<file path="src/rtl/dmp_domain_ctrl.sv">
// Domain-switch controller: owns the current protection domain seen by the
// decoders and sequences chdom/retdom at commit. A switch waits for the LSU to
// drain, then updates the domain and a bounded return-domain stack in a single
// cycle. Stack overflow on chdom and underflow on retdom raise a fault pulse
// (cause is always illegal-instruction).
module dmp_domain_ctrl #(
    parameter int unsigned     StackDepth = 4,
    parameter int unsigned     DomW       = 2,
    parameter logic [DomW-1:0] ResetDom   = '0,
    localparam int unsigned    DepthW     = $clog2(StackDepth + 1)
) (
    input  logic              clk_i,
    input  logic              rst_i,
    input  logic              commit_valid_i,
    input  logic              commit_chg_dom_i,
    input  logic              commit_ret_i,
    input  logic [DomW-1:0]   commit_target_dom_i,
    input  logic              lsu_empty_i,
    input  logic              flush_i,
    output logic [DomW-1:0]   curdom_o,
    output logic              halt_issue_o,
    output logic              switch_done_o,
    output logic              ex_valid_o,
    output logic [DepthW-1:0] depth_o
);

    localparam int unsigned IdxW = (StackDepth > 1) ? $clog2(StackDepth) : 1;

    localparam logic [1:0] IDLE   = 2'd0;
    localparam logic [1:0] DRAIN  = 2'd1;
    localparam logic [1:0] SWITCH = 2'd2;
    localparam logic [1:0] FAULT  = 2'd3;

    localparam logic [DepthW-1:0] DepthFull = DepthW'(StackDepth);
    localparam logic [DepthW-1:0] DepthOne  = DepthW'(1);

    logic [1:0]        state_q, state_d;
    logic              req;
    logic              ret_q;
    logic [DomW-1:0]   tgt_q;
    logic [DomW-1:0]   curdom_q;
    logic [DepthW-1:0] depth_q;
    logic [DomW-1:0]   stack_q [StackDepth];
    logic [IdxW-1:0]   push_idx, top_idx;

    assign req      = commit_valid_i && commit_chg_dom_i;
    assign push_idx = IdxW'(depth_q);
    assign top_idx  = IdxW'(depth_q - DepthOne);

    // Next-state logic; limits are checked once at acceptance because the
    // stack only moves in SWITCH.
    always_comb begin
        state_d = state_q;
        case (state_q)
            IDLE: begin
                if (!flush_i && req) begin
                    if (commit_ret_i ? (depth_q == '0) : (depth_q == DepthFull))
                        state_d = FAULT;
                    else
                        state_d = DRAIN;
                end
            end
            DRAIN: begin
                if (flush_i)          state_d = IDLE;
                else if (lsu_empty_i) state_d = SWITCH;
            end
            SWITCH:  state_d = IDLE;
            FAULT:   state_d = IDLE;
            default: state_d = IDLE;
        endcase
    end

    // State register.
    always_ff @(posedge clk_i) begin
        if (rst_i) state_q <= IDLE;
        else       state_q <= state_d;
    end

    // Capture the request's kind and target when it is accepted.
    always_ff @(posedge clk_i) begin
        if (rst_i) begin
            ret_q <= 1'b0;
            tgt_q <= '0;
        end else if (state_q == IDLE && req) begin
            ret_q <= commit_ret_i;
            tgt_q <= commit_target_dom_i;
        end
    end

    // Current domain and stack depth change only at the end of SWITCH.
    always_ff @(posedge clk_i) begin
        if (rst_i) begin
            curdom_q <= ResetDom;
            depth_q  <= '0;
        end else if (state_q == SWITCH) begin
            if (ret_q) begin
                curdom_q <= stack_q[top_idx];
                depth_q  <= depth_q - DepthOne;
            end else begin
                curdom_q <= tgt_q;
                depth_q  <= depth_q + DepthOne;
            end
        end
    end

    // Stack storage; contents beyond depth are don't-care so no reset.
    always_ff @(posedge clk_i) begin
        if (!rst_i && state_q == SWITCH && !ret_q)
            stack_q[push_idx] <= curdom_q;
    end

    assign curdom_o      = curdom_q;
    assign depth_o       = depth_q;
    assign halt_issue_o  = (state_q == DRAIN) || (state_q == SWITCH);
    assign switch_done_o = (state_q == SWITCH);
    assign ex_valid_o    = (state_q == FAULT);

endmodule

</file>
<file path="config.mk">
export PLATFORM = sky130hd
export DESIGN_NAME = dmp_domain_ctrl
export DESIGN_NICKNAME = d
export VERILOG_FILES = /design/src/rtl/dmp_domain_ctrl.sv
export SDC_FILE = /design/constraint.sdc
export NUM_CORES = 1
export LEC_CHECK = 0
export BUFFER_PORTS_ARGS = -buffer_cell sky130_fd_sc_hd__buf_2
export CAP_MARGIN = 20
export CORE_UTILIZATION = 43
export DETAILED_ROUTE_END_ITERATION = 8
export PLACE_DENSITY_LB_ADDON = 0.12
export SLEW_MARGIN = 20
export SYNTH_ARGS = -nofsm -noshare
export SYNTH_HDL_FRONTEND = slang
export SYNTH_SLANG_ARGS = --single-unit
</file>
<file path="constraint.sdc">
create_clock -name clk_i -period 2.94 [get_ports clk_i]
set_clock_uncertainty 0.05 [all_clocks]
set_input_delay 0.882 -clock clk_i [delete_from_list [all_inputs] [get_ports clk_i]]
set_output_delay 0.882 -clock clk_i [all_outputs]
set_load 0.02 [all_outputs]
</file>
After elaboration in Yosys (flattened, before gate mapping)
Memories as Yosys holds them, arrays and structs flattened.
Cells that the tools add are included.
{ "classes": {"add_sub_neg": 2, "reduce_logical": 13, "muxes": 10, "eq_ne": 6} }
{ "op_table": {"columns": ["operator", "n"], "rows": [
  ["$mux W2", 5],
  ["$pmux W2 S3", 1],
  ["$logic_and A1 B1 Y1", 5],
  ["$eq A2 B2 Y1 const B", 2],
  ["$add A3 B1 Y3 const B", 1],
  ["$eq A3 B3 Y1 const B", 1],
  ["$logic_not A1 Y1", 3],
  ["$logic_not A3 Y1", 1],
  ["$mux W1", 3],
  ["$mux W3", 1],
  ["$ne A3 B3 Y1 const B", 1],
  ["$sub A3 B1 Y3 const B", 1],
  ["$eq A2 B1 Y1 const B", 1],
  ["$logic_not A2 Y1", 1],
  ["$ne A2 B2 Y1 const B", 1],
  ["$reduce_and A2 Y1", 1],
  ["$reduce_or A2 Y1", 1],
  ["$logic_or A1 B1 Y1", 1]
]} }
{ "totals": {"wordCells": 37, "ramBits": 8, "register_bits": 10, "input_bits": 9, "mem_count": 1} }
{ "memory_table": {"columns": ["memory", "depth", "word_bits", "read_ports", "rd_clocked_by_memory_dff", "write_ports", "line_no", "text"], "rows": [
  ["stack_q", 4, 2, 1, 0, 1, "43", "logic [DomW-1:0] stack_q [StackDepth];"]
]} }

Depth between registers and ports, before layout
Gate-level depths: netlist of run 1.
{ "logic_depth": {"depth_word": 5, "mapped_depth": 7, "depth_no_buf": 6} }

Worst setup path before layout of run 1
No wires, ideal clock.
{ "synth_timing": {"kind": "register to output", "startpoint": "register state_q[0]", "endpoint": "output halt_issue_o", "path_stages_with_launch": 3, "arrival_ns": 0.800, "path_slack_ns": 1.208, "n_path_buf": 0, "cell_sequence": "dfxtp_1 -> inv_1 -> ha_1"} }
{ "synth_between": {"elab_chain_len": 2, "elab_cells_between_ends": 3} }
{ "synth_lines": {"columns": ["element", "line_no", "text"], "rows": [
  ["from (decl)", "37", "logic [1:0] state_q, state_d;"],
  ["from (signal assigned)", "76", "else state_q <= state_d;"],
  ["$eq A2 B1 Y1 / $eq A2 B2 Y1 (equally long branches)", "114", "assign halt_issue_o = (state_q == DRAIN) || (state_q == SWITCH);"],
  ["$logic_or A1 B1 Y1 *", "114", null],
  ["to (decl)", "21", "output logic halt_issue_o,"]
]} }
Mark *: on every way between the ends. The rest lies on a longest branch, timed or not.

Worst setup path after layout of run 1
{ "layout_timing": {"startpoint": "register state_q[0]", "endpoint": "output switch_done_o"} }
{ "layout_between": {"elab_chain_len": 1} }
{ "layout_lines": {"columns": ["element", "line_no", "text"], "rows": [
  ["$eq A2 B2 Y1", "115", "assign switch_done_o = (state_q == SWITCH);"],
  ["to (decl)", "22", "output logic switch_done_o,"]
]} }
Every way passes these cells.

==> results of run 1 <==
==> final cells by class <==
| class | instances | area (sq um) | area share [%] |
|---|---|---|---|
| repair buffers | 16 | 80.1 | 7.41 |
| multi-input cells | 60 | 478 | 44.2 |
| clock buffers | 3 | 22.5 | 2.08 |
| clock inverters | 1 | 3.75 | 0.347 |
| flip-flops and latches | 18 | 440 | 40.7 |
| inverters | 6 | 22.5 | 2.08 |
| well taps | 27 | 33.8 | 3.12 |
==> power breakdown <==
| group | switching [W] | leakage, nW | internal (W) |
|---|---|---|---|
| clock network | 0.0000719 | 0.0154 | 0.0000492 |
| registers | 0.0000514 | 0.156 | 0.000310 |
| logic | 0.000195 | 0.290 | 0.000154 |
| total | 0.000318 | 0.461 | 0.000513 |
==> cell families after synthesis <==
group,count (synthesis)
AO/OA/AOI/OAI,11
XOR/XNOR,2
adder cells (fa/ha/maj),11
buffers and inverters,10
flip-flops,18
multiplexers,9
AND/OR/NAND/NOR,27
==> critical path, cell delays in order (launching register included) <==
cell	delay, ns
dfxtp_1	0.36
inv_1	0.11
ha_1	0.38
buf_2	0.24
==> routing by layer <==
| metal | share of wire [%] | up-vias |
|---|---|---|
| met5 | 0 | - |
| met4 | 1.4 | 0 |
| met3 | 3.2 | 2 |
| met2 | 44 | 10 |
| met1 | 51 | 290 |
| li1 | - | 337 |
==> worst min path at each step <==
stage                                  start                       to  cells after the start
floorplan              tgt_q[0]$_SDFFE_PP0P_    tgt_q[0]$_SDFFE_PP0P_                      2
global placement       tgt_q[0]$_SDFFE_PP0P_    tgt_q[0]$_SDFFE_PP0P_                      2
detailed placement   depth_o[2]$_SDFFE_PP0N_  depth_o[2]$_SDFFE_PP0N_                      2
CTS                  depth_o[2]$_SDFFE_PP0N_  depth_o[2]$_SDFFE_PP0N_                      2
global route        curdom_o[0]$_SDFFE_PP0N_  stack_q[0][0]$_DFFE_PP_                      0
finish               depth_o[2]$_SDFFE_PP0N_  depth_o[2]$_SDFFE_PP0N_                      2
==> per-stage QoR <==
stage / power [W] / utilization, % / hold WS, ns / std cells / setup slack, ns
after global routing: 0.000904 / 52.9 / 0.506 / 131 / 0.500
after global placement: 0.000718 / 51.7 / 0.433 / 127 / 0.919
after detailed placement: 0.000719 / 51.7 / 0.450 / 127 / 0.956
after CTS: 0.000843 / 52.9 / 0.469 / 131 / 0.615
final: 0.000832 / 52.9 / 0.464 / 131 / 0.639
after floorplan: 0.000639 / - / 0.405 / 88 / 1.21
==> flip-flops by register name (all words and copies together), names as in the netlist <==
register and count:
stack_q 8, depth_o 3, curdom_o 2, state_q 2
tgt_q 2, ret_q 1
==> layout by cell type, fill, tap and decap left out, types with 3 or more instances in the layout <==
master and instances:
ha_1 11, inv_1 6, edfxtp_1 8, clkbuf_4 3
dfxtp_1 10, mux2i_1 5, buf_2 16, nor2b_1 3
nand2b_1 4, a21oi_1 3, and2_1 4, nand3_1 3
nor2_1 7
==> results.yml, run 1 <==
critical_path:
  startpoint_type: "flop"
  required_ns: 2.01
  reg2reg_from: "state_q[0]$_SDFFE_PP0P_"
  critical_path_class: "reg -> out"
  r2r_cells: 4
  crit_fanout: 11
  rr_endpoint: "stack_q[3][1]$_DFFE_PP_"
  worst-endpoint-arrival_ns: 1.37
  critPathCaptureType: "output pin"
  crit_end: "switch_done_o"
  r2r_slack_ns: 1.18
  cp-startpoint: "state_q[0]$_SDFFE_PP0P_"
flow_run:
  cap_viol_max_count: 0
placed_design:
  dp_hpwl_um: 1190
  dpl-instance-area_sq_um: 1050
  place_congestion: 0.716
  portBuffers: 16
sta:
  setup_tns_ns: 0
  rsz0062_at_grt: "no"
  period_share_pct: 78.3
  worst_pin_slew_ns: 0.375
  min_period_ns: 2.30
  max-slew-margin-rel_pct: 75.0
  final_max_slew_viol_count: 0
  hold_violations: 0
  finalSetupViolations: 0
  max_freq_ghz: 0.435
synth:
  yosys-mux-area-fraction_pct: 9.84
  synth.avg_cell_area_sq_um: 11.0
  ys_seq_elements: 18
  synth_top_family_by_area: "simple AND/OR/NAND/NOR gates"
  yosysMostFrequentCell: "ha_1"
  yosysTopAreaCell: "edfxtp_1"
  synthAdderAreaFrac_pct: 14.2
  synthFlopType: "dfxtp_1"
  ys_async_sr_fraction_pct: 0
  yosysTopAreaCellShare_pct: 24.9
  synth.distinct_cells: 27
  synth_edf_count: 8
  yosysWarnings: 0
  synth-compound-area-share_pct: 7.90
  syn-num-nets: 108
  synth-simple-area-share_pct: 15.7
  synthCells: 88
  synth-xor-area-share_pct: 1.81
  ys_seq_area_share_pct: 45.6
  synth_common_cells: "ha_1 (11), dfxtp_1 (10), edfxtp_1 (8)"
  ys_top_cells_by_area: "edfxtp_1 (25%), dfxtp_1 (21%), ha_1 (14%), mux2i_1 (5.2%), nor2_1 (2.7%)"
  syn-cell-area_sq_um: 966
clock_tree:
  cts_root_buf: "clkbuf_4"
  cts.sinks: 18
  ctsHoldBuffers: 0
  clk_path_buf_depth: 2
  clkLatencyLatePin_ns: 0.29
  clk_pin_slew_ns: 0.11
  cts-htree-levels: 1
  cts_tree: "yes"
  numCtsBuffers: 3
  post_cts_buffers: 0
  cts_resized: 0
die:
  die_w_um: 49.4
  rows: 16
  die_area_sq_um: 2440
  start_util_pct: 47.3
  core_area_sq_um: 2040
  fp.dieH_um: 49.4
  io_pins: 17
outcome:
  status: "completed"
global_routing:
  use_met2_pct: 23.1
  grt-ovfl-total: 0
  grtUsageTotal_pct: 15.1
  grt_pass1_vias: 591
  busiest_layer: "met2"
  grt_pass1_wl_um: 2780
  grt_max_degree: 14
  grtUsageMet1_pct: 20.5
  grtUsageMet3_pct: 2.80
  antenna_found_initial: 0
worst_hold_path:
  hold_class: "reg -> reg"
detailed_routing:
  initialDrtViolationCount: 12
  postRouteWirelength_um: 1570
  drt_first_pass_iters: 3
  antenna_left: 0
  post-route-drc-count: 0
  viasPerCell: 4.88
  wl_per_cell_um: 12.0
  vias: 639
final_layout:
  area_growth_syn_to_layout_pct: 11.9
  diodes: 0
  drive_gt1_share_pct: 20.2
  fin_area_sq_um: 1080
  fill_cells: 208
  final_nets: 125
power_and_ir_drop:
  p_per_area_nw_per_um2: 769
  p_leak_nw: 0.461
  peakVddDrop_mv: 0.402
(Power assumes the default switching activity.)
==> inputs of run 2 (changes only) <==
Clock period 2.94 ns to 2 ns, I/O delays scaled along.
==> run 2 against run 1 <==
Effect of this change: flip-flop and latch count unchanged; cell count is 2.3% higher; critical path depth is the same; register-to-register slack got worse by 0.84 ns; via count is 4.2% higher; critical path type unchanged.
==> results.yml, run 2 (synthesized netlist as in run 1, its figures left out) <==
power_and_ir_drop:
  power_frac_seq_pct: 41.6
  switching_share_pct: 37.7
  p_switching_w: 0.000467
  clockPowerShare_pct: 14.1
  p_leak_nw: 0.477
  peakVddDrop_mv: 0.640
  p_per_area_nw_per_um2: 1120
  intPower_w: 0.000771
  power_frac_comb_pct: 44.3
global_routing:
  grt_pass1_vias: 662
  grtUsageTotal_pct: 16.3
  grt-ovfl-total: 0
  antenna_found_initial: 0
  grt_pass1_wl_um: 2980
  grt_max_degree: 13
die:
  fp.dieH_um: 49.4
  io_pins: 17
  die_area_sq_um: 2440
  start_util_pct: 47.3
  core_area_sq_um: 2040
  die_w_um: 49.4
  rows: 16
clock_tree:
  ctsHoldBuffers: 0
  post_cts_buffers: 0
  cts-htree-levels: 1
  cts_resized: 0
  clkLatencyLatePin_ns: 0.28
  clk_path_buf_depth: 2
  cts_root_buf: "clkbuf_4"
  cts.sinks: 18
  cts_tree: "yes"
  numCtsBuffers: 3
  clk_pin_slew_ns: 0.10
final_layout:
  largest_reg_flops: 8
  final_nets: 128
  fill_cells: 210
  fin_util_pct: 54.0
  fin_area_sq_um: 1100
  diodes: 0
  multi_input_area_sq_um: 478
  stdcell_count: 134
  drive_gt1_share_pct: 22.4
  layout_commonest_cell: "buf_2"
  final_cell_mix: "buf_2 (16), ha_1 (11), dfxtp_1 (10)"
  regMostFlops: "stack_q"
  seq_area_sq_um: 440
  area_growth_syn_to_layout_pct: 14.2
sta:
  finalSetupViolations: 0
  setup_slack_ns: 0.140
  max_freq_ghz: 0.538
  min_period_ns: 1.86
  max-slew-margin-rel_pct: 69.6
  final_max_slew_viol_count: 0
  hold_violations: 0
  worst_pin_slew_ns: 0.455
  setup_tns_ns: 0
  period_share_pct: 93.0
  rsz0062_at_grt: "no"
critical_path:
  cp_slowest_stage_delay_ns: 0.39
  required_ns: 1.35
  crit_fanout: 4
  startpoint_type: "flop"
  critPathTopFamily: "flip-flops"
  crit_path_top_delay_cell: "dfxtp_1"
  worst-endpoint-arrival_ns: 1.21
  crit_buf_inv: 2
  worstPathCellList: "inv_1 -> ha_1 -> buf_2"
  critPathCaptureType: "output pin"
  critical_path_class: "reg -> out"
flow_run:
  cap_viol_max_count: 0
detailed_routing:
  viasPerCell: 4.97
  post-route-drc-count: 0
  wl_per_cell_um: 12.1
  drt_first_pass_iters: 4
  initialDrtViolationCount: 5
  postRouteWirelength_um: 1620
  vias: 666
  antenna_left: 0
placed_design:
  place_congestion: 0.766
  dpl.cell_count: 130
  portBuffers: 16
  pre_cts_ws_ns: 0.303
  dp_hpwl_um: 1300
  dpl-instance-area_sq_um: 1080
outcome:
  status: "completed"
worst_hold_path:
  hold_class: "reg -> reg"
[run 2: cell types whose count changed in the layout (fill, tap and decap cells not counted)]
cell	before	now
buf_4	0	3
[run 2: layout make-up]
| type | count | area share, % |
|---|---|---|
| clock buffer | 3 | 2.04 |
| clock inverter | 1 | 0.340 |
| inverter | 6 | 2.04 |
| multi-input combinational | 60 | 43.3 |
| sequential | 18 | 39.9 |
| tap | 27 | 3.06 |
| timing repair buffer | 19 | 9.30 |
[run 2: power groups by stage]
stage | sequential [W] | combinational (W) | clock, W
after floorplan | 0.000543 | 0.000397 | 0
after global placement | 0.000521 | 0.000558 | 0
after detailed placement | 0.000527 | 0.000554 | 0
after CTS | 0.000518 | 0.000559 | 0.000183
after global routing | 0.000532 | 0.000618 | 0.000208
final | 0.000515 | 0.000548 | 0.000175
[run 2: worst paths after layout]
| check | startpoint | endpoint | slack, ns | cells after the start |
|---|---|---|---|---|
| worst min register to register | tgt_q[1]$_SDFFE_PP0P_ | tgt_q[1]$_SDFFE_PP0P_ | 0.46 | 2 |
| worst max-delay path | state_q[0]$_SDFFE_PP0P_ | halt_issue_o | 0.14 | 3 |
| worst min-delay path | tgt_q[1]$_SDFFE_PP0P_ | tgt_q[1]$_SDFFE_PP0P_ | 0.46 | 2 |
| worst max register to register | state_q[0]$_SDFFE_PP0P_ | stack_q[0][1]$_DFFE_PP_ | 0.34 | 4 |
[run 2: routing by layer]
metal / GRT usage [%] / share of wire [%]
met1: 22.7 / 50
met2: 24.7 / 46
met3: 2.80 / 2.5
met4: 7.14 / 1.4
met5: 0 / 0
[run 2: worst min-delay path, delay by kind of cell, from the launching register on]
kind             cells  cell delay [ns]
DFF                  1             0.34
muxes                1             0.07
and+or+nand+nor      1             0.07
[run 2: per-stage QoR]
stage | hold WS [ns] | total power, W
final | 0.460 | 0.00124
after global routing | 0.497 | 0.00136
after CTS | 0.466 | 0.00126
after detailed placement | 0.447 | 0.00108
after global placement | 0.426 | 0.00108
after floorplan | 0.405 | 0.000940
==> inputs of run 3 (changes only) <==
Settings changed: MAX_ROUTING_LAYER set to met4.
==> run 3 against run 2 <==
Effect of this change: sequential power about the same; utilization unchanged; register-to-register slack about the same; via count unchanged; clock power about the same; wire length about the same; cell count unchanged; maximum frequency about the same.
==> results.yml, run 3 (synthesized netlist as in run 1, its figures left out) <==
outcome:
  status: "completed"
worst_hold_path:
  hold_depth: 2
  hold_end: "tgt_q[1]$_SDFFE_PP0P_"
  hold_class: "reg -> reg"
  hold_start: "tgt_q[1]$_SDFFE_PP0P_"
critical_path:
  crit_fanout: 4
  critical_path_class: "reg -> out"
  cp_slowest_stage_delay_ns: 0.39
  required_ns: 1.35
  reg2reg_from: "state_q[0]$_SDFFE_PP0P_"
  r2r_slack_ns: 0.34
  worst-endpoint-arrival_ns: 1.21
  rr_endpoint: "stack_q[0][1]$_DFFE_PP_"
  worstPathCellList: "inv_1 -> ha_1 -> buf_2"
  critPathCaptureType: "output pin"
  crit_path_top_delay_cell: "dfxtp_1"
  r2r_cells: 4
  startpoint_type: "flop"
power_and_ir_drop:
  p_per_area_nw_per_um2: 1120
  p_leak_nw: 0.477
  peakVddDrop_mv: 0.640
final_layout:
  area_growth_syn_to_layout_pct: 14.2
  stdcell_count: 134
  fin_util_pct: 54.0
  largest_reg_flops: 8
  layout_commonest_cell: "buf_2"
  diodes: 0
  final_cell_mix: "buf_2 (16), ha_1 (11), dfxtp_1 (10)"
  fin_area_sq_um: 1100
  fill_cells: 210
  regMostFlops: "stack_q"
  final_nets: 128
  drive_gt1_share_pct: 22.4
clock_tree:
  cts_root_buf: "clkbuf_4"
  cts_tree: "yes"
  cts.sinks: 18
  post_cts_buffers: 0
  cts-htree-levels: 1
  clkLatencyLatePin_ns: 0.28
  numCtsBuffers: 3
  clk_pin_slew_ns: 0.10
  ctsHoldBuffers: 0
  clk_path_buf_depth: 2
  cts_resized: 0
placed_design:
  dp_hpwl_um: 1300
  place_congestion: 0.776
  portBuffers: 16
  pre_cts_ws_ns: 0.303
  dpl-instance-area_sq_um: 1080
  dpl.cell_count: 130
detailed_routing:
  antenna_left: 0
  viasPerCell: 4.97
  drt_first_pass_iters: 4
  initialDrtViolationCount: 5
  vias: 666
  post-route-drc-count: 0
  wl_per_cell_um: 12.1
  postRouteWirelength_um: 1620
global_routing:
  grt_max_degree: 13
  antenna_found_initial: 0
  grt-ovfl-total: 0
  grt_pass1_vias: 662
  grt_pass1_wl_um: 2990
  grtUsageTotal_pct: 16.8
sta:
  final_max_slew_viol_count: 0
  max_freq_ghz: 0.538
  rsz0062_at_grt: "no"
  hold_violations: 0
  worst_pin_slew_ns: 0.455
  max-slew-margin-rel_pct: 69.6
  min_period_ns: 1.86
  setup_slack_ns: 0.140
  setup_tns_ns: 0
  finalSetupViolations: 0
  period_share_pct: 93.0
flow_run:
  cap_viol_max_count: 0
die:
  rows: 16
  die_area_sq_um: 2440
  die_w_um: 49.4
  io_pins: 17
  fp.dieH_um: 49.4
  start_util_pct: 47.3
  core_area_sq_um: 2040
==> run 3: worst max-delay path by stage <==
| stage | end | depth (start not counted) | slack [ns] | start |
|---|---|---|---|---|
| final | halt_issue_o | 3 | 0.14 | state_q[0]$_SDFFE_PP0P_ |
| after floorplan | stack_q[0][0]$_DFFE_PP_ | 5 | 0.30 | state_q[0]$_SDFFE_PP0P_ |
| after global placement | stack_q[2][1]$_DFFE_PP_ | 3 | 0.33 | rst_i |
| after global routing | halt_issue_o | 3 | 0.02 | state_q[0]$_SDFFE_PP0P_ |
| after CTS | halt_issue_o | 3 | 0.13 | state_q[0]$_SDFFE_PP0P_ |
| after detailed placement | stack_q[0][0]$_DFFE_PP_ | 3 | 0.30 | rst_i |
==> run 3: where the power goes <==
| group | internal, W | switching [W] | leakage (nW) |
|---|---|---|---|
| Clock | 0.0000724 | 0.000102 | 0.0154 |
| Combinational | 0.000242 | 0.000306 | 0.306 |
| Sequential | 0.000456 | 0.0000586 | 0.156 |
| Total | 0.000771 | 0.000467 | 0.477 |
==> run 3: critical path, delay by kind of cell, from the launching register on <==
kind                       cells  cell delay [ns]
buffers and inverters          2             0.26
adders and majority gates      1             0.28
DFF                            1             0.39
==> run 3: metal layers <==
layer | up-vias | GRT usage [%] | routed length [um] | part of all wire, %
li1 | 341 | - | - | -
met1 | 311 | 22.7 | 812 | 50
met2 | 10 | 24.7 | 748 | 46
met3 | 4 | 2.80 | 41 | 2.5
met4 | 0 | 7.14 | 21 | 1.3
met5 | - | - | 0 | 0
==> run 3: final cells by class <==
class                   count  area (sq um)  area share, %
clock buffers               3          22.5           2.04
multi-input cells          60           478           43.3
inverters                   6          22.5           2.04
clock inverters             1          3.75          0.340
well taps                  27          33.8           3.06
repair buffers             19           103           9.30
flip-flops and latches     18           440           39.9
==> run 3: metrics by stage <==
step                      power, W  hold slack (ns)
after floorplan           0.000940            0.405
after detailed placement   0.00108            0.447
final                      0.00124            0.460
after global placement     0.00108            0.426
after global routing       0.00136            0.497
after CTS                  0.00126            0.466
